`src/rtl/shift_add_mult_32bit.sv`:
```
// Sequential radix-2 shift-and-add unsigned multiplier.
// Drives an external ripple-carry adder through the add_* ports.
module shift_add_mult_32bit #(
  parameter int WIDTH = 32
) (
  input  logic               clk,
  input  logic               rst,
  input  logic               start,
  input  logic [WIDTH-1:0]   a,
  input  logic [WIDTH-1:0]   b,
  output logic               busy,
  output logic               done,
  output logic [2*WIDTH-1:0] product,
  output logic [WIDTH-1:0]   add_a,
  output logic [WIDTH-1:0]   add_b,
  output logic               add_c_in,
  input  logic [WIDTH-1:0]   add_sum,
  input  logic               add_c_out
);

  localparam int CW = $clog2(WIDTH);
  localparam logic [CW-1:0] CNT_LAST = CW'(WIDTH - 1);

  typedef enum logic [1:0] {
    S_IDLE,
    S_RUN,
    S_DONE
  } state_e;

  state_e           state_q, state_d;
  logic [WIDTH-1:0] mcand_q, mcand_d;
  logic [WIDTH-1:0] acc_q, acc_d;
  logic [WIDTH-1:0] plo_q, plo_d;
  logic [CW-1:0]    cnt_q, cnt_d;
  logic             busy_q, busy_d;
  logic             done_q, done_d;

  // Adder operands come only from registers, never from add_sum.
  assign add_a    = acc_q;
  assign add_b    = plo_q[0] ? mcand_q : '0;
  assign add_c_in = 1'b0;

  assign product = {acc_q, plo_q};
  assign busy    = busy_q;
  assign done    = done_q;

  // Next-state: load on accepted start, shift sum+carry into {acc,plo}.
  always_comb begin
    state_d = state_q;
    mcand_d = mcand_q;
    acc_d   = acc_q;
    plo_d   = plo_q;
    cnt_d   = cnt_q;
    busy_d  = 1'b0;
    done_d  = 1'b0;
    unique case (state_q)
      S_IDLE, S_DONE: begin
        if (start) begin
          mcand_d = a;
          acc_d   = '0;
          plo_d   = b;
          cnt_d   = '0;
          busy_d  = 1'b1;
          state_d = S_RUN;
        end else begin
          state_d = S_IDLE;
        end
      end
      S_RUN: begin
        acc_d = {add_c_out, add_sum[WIDTH-1:1]};
        plo_d = {add_sum[0], plo_q[WIDTH-1:1]};
        cnt_d = cnt_q + CW'(1);
        if (cnt_q == CNT_LAST) begin
          done_d  = 1'b1;
          state_d = S_DONE;
        end else begin
          busy_d = 1'b1;
        end
      end
      default: state_d = S_IDLE;
    endcase
  end

  // State registers with synchronous reset that discards any operation.
  always_ff @(posedge clk) begin
    if (rst) begin
      state_q <= S_IDLE;
      mcand_q <= '0;
      acc_q   <= '0;
      plo_q   <= '0;
      cnt_q   <= '0;
      busy_q  <= 1'b0;
      done_q  <= 1'b0;
    end else begin
      state_q <= state_d;
      mcand_q <= mcand_d;
      acc_q   <= acc_d;
      plo_q   <= plo_d;
      cnt_q   <= cnt_d;
      busy_q  <= busy_d;
      done_q  <= done_d;
    end
  end

endmodule

```
`config.mk`:
```
export PLATFORM = sky130hd
export DESIGN_NAME = shift_add_mult_32bit
export DESIGN_NICKNAME = d
export VERILOG_FILES = /design/src/rtl/shift_add_mult_32bit.sv
export SDC_FILE = /design/constraint.sdc
export NUM_CORES = 1
export LEC_CHECK = 0
export ABC_AREA = 1
export CORE_UTILIZATION = 30
export DETAILED_ROUTE_END_ITERATION = 12
export GPL_TIMING_DRIVEN = 0
export SLEW_MARGIN = 40
export SYNTH_ARGS = -nofsm -noshare
export SYNTH_HDL_FRONTEND = slang
export SYNTH_SLANG_ARGS = --single-unit
```
`constraint.sdc`:
```
create_clock -name clk -period 3.13 [get_ports clk]
set_input_delay 0.7825 -clock clk [delete_from_list [all_inputs] [get_ports clk]]
set_output_delay 0.7825 -clock clk [all_outputs]
set_load 0.01 [all_outputs]
```
# Yosys cells after proc, flatten, opt, wreduce, memory -nomap -nowiden
# Index checks and enable logic that the tools add are counted.
dict set report word_totals {
  regBits 105
  inputBits 100
  out_inout_bits 131
}
dict set report classes {
  n_addsub 1
  eq_ne 5
  muxes 14
  bitwise_logic 1
  reduce_logical 6
}
# op count
set op_table {}
lappend op_table {{32-bit case mux with 2 select lines} 2}
lappend op_table {{32-bit 2-to-1 mux} 3}
lappend op_table {{5-bit case mux with 2 select lines} 1}
lappend op_table {{5-bit by 1-bit adder with 5-bit output, second input constant} 1}
lappend op_table {{5-bit equality test, second input constant} 1}
lappend op_table {{5-bit 2-to-1 mux} 1}
lappend op_table {{1-bit 2-to-1 mux} 4}
lappend op_table {{2-bit != test, second input constant} 2}
lappend op_table {{2-bit case mux with 2 select lines} 1}
lappend op_table {{2-bit AND reduction} 2}
lappend op_table {{2-bit OR reduction} 2}
lappend op_table {{2-bit by 1-bit equality test with 1-bit output, second input constant} 1}
lappend op_table {{2-bit equality test, second input constant} 1}
lappend op_table {{2-bit logical NOT} 1}
lappend op_table {{2-bit 2-to-1 mux} 1}
lappend op_table {{1-bit case mux with 2 select lines} 1}
lappend op_table {{2-bit nonzero test} 1}
lappend op_table {{1-bit NOT} 1}

# Depth between registers and ports, before layout
dict set report logic_depth {
  word_depth 4
  mapped_depth 7
  mapped_depth_nobuf 7
}

# Worst setup path after synthesis
# No wires, ideal clock.
dict set report synth_path {
  path_type {register -> output}
  from {register plo_q[0]}
  to {output add_b[10]}
  arrival_time_ns 1.017
  required_ns 2.348
  path_slack_ns 1.330
  path_stages_with_launch 5
  cell_sequence {dfxtp_1 -> clkbuf_1 -> clkbuf_1 -> nand2_1 -> inv_1}
}
dict set report synth_via {
  elab_chain_cells 1
}
# item line
set synth_rtl {}
lappend synth_rtl {{start: declaration} 33} ;# logic [WIDTH-1:0] plo_q, plo_d;
lappend synth_rtl {{start signal: assignment} 98} ;# plo_q <= plo_d;
lappend synth_rtl {{32-bit 2-to-1 mux} 40} ;# assign add_b = plo_q[0] ? mcand_q : '0;
lappend synth_rtl {{end: declaration} 15} ;# output logic [WIDTH-1:0] add_b,
# No other way between the ends.

# Worst setup path in the final report
dict set report layout_path {
  from {register plo_q[0]}
  to {output add_b[3]}
}
# The elaborated chain is that of the path after synthesis.

==> summary by stage <==
Route
The routed wire length is 15100 µm. Routed signal wires occupy layers up through met4. In the routed layout, each cell is associated on average with a via count of between 4 and 5. The initial detailed-routing violation count is 167. The routed metal-1 wirelength is 7210 µm.

Wire segments on met3 add up to between 700 and 800 µm in the final route. The final route contains 5048 vias. The post-route antenna net violation count is 0. The number of optimization iterations in the first detailed-route pass is 4. Dividing the detail-routed wire length by the instance count gives ~13 µm.

The met2 wirelength from detailed routing is around 7000 µm. For this run, design rule violations remaining after detail routing come to 0.

Synth
Counting flops and latches in the post-synthesis netlist gives 105. For this run, the register share of the synthesized area comes to 0.417. A synthesized cell averages 7.41 µm². The number of distinct library cells after synthesis is 24.

The netlist area before placement is 5050 µm². The total nets after synthesis is 783. Synthesis handed over a netlist of 681 instances. The count of warnings emitted by yosys is 0.

Timing
The maximum clock frequency is 353 MHz. Setup repair after global routing left no endpoint under its margin. The number of hold violations in the final report was 0. The number of max-slew violations in the final report is 0. The slew of the pin with the lowest slew margin is 631 ps. The post-route clock skew is 7.70 ps.

The setup violation total in the final timing report is 0. In the finished design, the share of the clock period the worst path needs comes to 0.904. The clock period could shrink to 2830 ps. The sum of negative setup slack is 0 ps. The worst pin sits at a relative slew slack of 0.579.

Pwr
The portion of total power attributed to combinational logic is 0.219. The net switching component of the power is around 0.0009 W. The worst-case vdd ir drop is 0.307 mV. In this run the static leakage power is 3.31 nW. The switching share of power is 0.271. The power per standard cell area is 428 nW/µm².

The share of total power dissipated in the clock network is 0.339. Of the total power, registers draw 0.442. The internal portion of the total power is 0.00246 W.

GRT
The initial antenna violation count is 0. The first global-routing pass estimated 24500 µm of wire. The largest net degree at the start of global routing is 17. The number of global-route vias before repair is between 4000 and 5000. The global-route congestion overflow total is 0. For this run, the total global-route usage over all layers was measured as 0.176.

Clock network
The later pin in the worst-skew pair is clocked with a latency of 350 ps. In this run the deepest clock path goes through 2 buffers. TritonCTS built the clock tree. The number of buffers added for setup after CTS is 0.

CTS built an H-tree with a depth of 3. Counting every sink on the clock net gives 105. Clock tree synthesis inserted a total of 9 buffers. The post-CTS clock slew at the launch and capture registers of the worst setup and hold paths is ~70 ps. In this run, post-CTS hold repair placed 0 buffers. The number of gates resized after CTS was 0. Clock tree synthesis selected as its root buffer the cell clkbuf_16.

Critical path
In this run the worst path has a maximum fanout of 10. STA puts the critical path data required time at 2350 ps. STA classifies the critical path startpoint as a flip-flop. The kind of critical path is reg2out.

The kind of end point of the critical path is a primary output. The signal arrival time at the worst endpoint is 2050 ps.

Job
The number of max-cap violations is 0.

Final layout
The final layout net count is a little over 1000. Compared with the post-synthesis result, the final layout area differs by 56.5%. The multi-input logic area is roughly 2100 µm². The number of antenna diodes in the final layout is 0.

The number of fill cells is 1689. Once layout is complete, the utilization of the core stands at 0.478. In the final layout, flip-flops and latches occupy 2100 µm². Of the cells placed in the final design, the portion with a size suffix greater than 1 is 0.136.

Place
The sum of net half-perimeters after detailed placement is 11200 µm. During placement, the flow inserted port buffers numbering 228. The weighted congestion at the end of routability-driven global placement is approximately 0.83.

Floorplanning
The number of I/O pins is about 230. The die width is approximately 130 µm. The row count is 47. The initial core utilization is 0.305. The core region is around 17000 µm². The total die area is 17300 µm². The vertical die dimension is 132 µm.

Hold path
The class of the tightest hold or removal check is reg2reg.

Run status
The run finished with clean final reports.
## power by group through the flow
stage	sequential (W)	combinational (W)	clock [W]
after floorplan	0.00153	0.000355	0
after global placement	0.00152	0.000744	0
after detailed placement	0.00152	0.000745	0
after CTS	0.00149	0.000749	0.00119
after global routing	0.00150	0.000813	0.00124
final	0.00149	0.000740	0.00114
## area by class of cell
class,count,area share
multi-input combinational,417,0.266
clock inverter,5,0.00713
timing repair buffer,228,0.289
inverter,74,0.0355
buffer,85,0.0714
clock buffer,10,0.0303
sequential,105,0.266
tap,220,0.0348
## metal layers
layer | global-route usage | vias to the layer above
li1 | - | 2620
met1 | 0.236 | 2273
met2 | 0.282 | 146
met3 | 0.0397 | 9
met4 | 0.0426 | 0
met5 | 0 | -
## final timing paths
check,slack [ps],cells after the start,end,from
worst max-delay path,300,5,add_b[3],plo_q[0]
worst min-delay path,480,2,mcand_q[27],mcand_q[27]
worst max register to register,1790,6,mcand_q[17],state_q[0]
worst min register to register,480,2,mcand_q[27],mcand_q[27]
## worst max-delay path, cell delays in order, from the launching register on
cell and delay [ps]:
dfxtp_1 320, clkbuf_1 270, clkbuf_1 390, nand2_1 110, inv_1 70, clkdlybuf4s50_1 540
## synthesized netlist by cell type (all sizes together)
library cell | instances | share of area
buf | 65 | 0.097
nor2 | 69 | 0.055
a21oi | 70 | 0.077
ha | 2 | 0.0050
nand3 | 130 | 0.16
nand2 | 107 | 0.083
dfxtp | 105 | 0.42
nor3 | 3 | 0.0030
o21ai | 35 | 0.035
inv | 74 | 0.056
clkbuf | 20 | 0.015
conb | 1 | 0.00074
## state kept, by name (all words and copies together) (netlist names)
| name | cells |
|---|---|
| mcand_q | 32 |
| plo_q | 32 |
| done | 1 |
| cnt_q | 5 |
| state_q | 2 |
| busy | 1 |
| add_a | 32 |
## layout by cell type, fill, tap and decap left out, drive strengths merged
cell type	synthesis	final
dfxtp	105	105
clkdlybuf4s50	0	228
nand3	130	130
o21ai	35	35
nand2	107	107
nor2	69	69
a21oi	70	70
buf	65	65
clkinv	0	3
bufinv	0	1
clkbuf	20	30
ha	2	2
nor3	3	3
inv	74	74
conb	1	1
clkinvlp	0	1
## cells by family (layout without fill, tap and decap cells)
kind of cell | count (synthesis) | in the layout | synth area share
and+or+nand+nor | 309 | 309 | 0.299
buffers and inverters | 159 | 402 | 0.167
AOI/OAI and AO/OA | 105 | 105 | 0.112
DFF | 105 | 105 | 0.417
adders and majority gates | 2 | 2 | 0.00496
other | 1 | 1 | 0.000743
## stage by stage
stage                     power, W  cell area [µm²]  setup WS, ps  cells  hold WS, ps
after floorplan            0.00189             5050          1330    681          447
after global placement     0.00227             7600           621   1129          464
after detailed placement   0.00227             7600           628   1129          472
after CTS                  0.00343             7900           244   1144          489
after global routing       0.00356             7900          47.7   1144          500
final                      0.00338             7900           301   1144          483
Power figures use the tool's default switching activity.
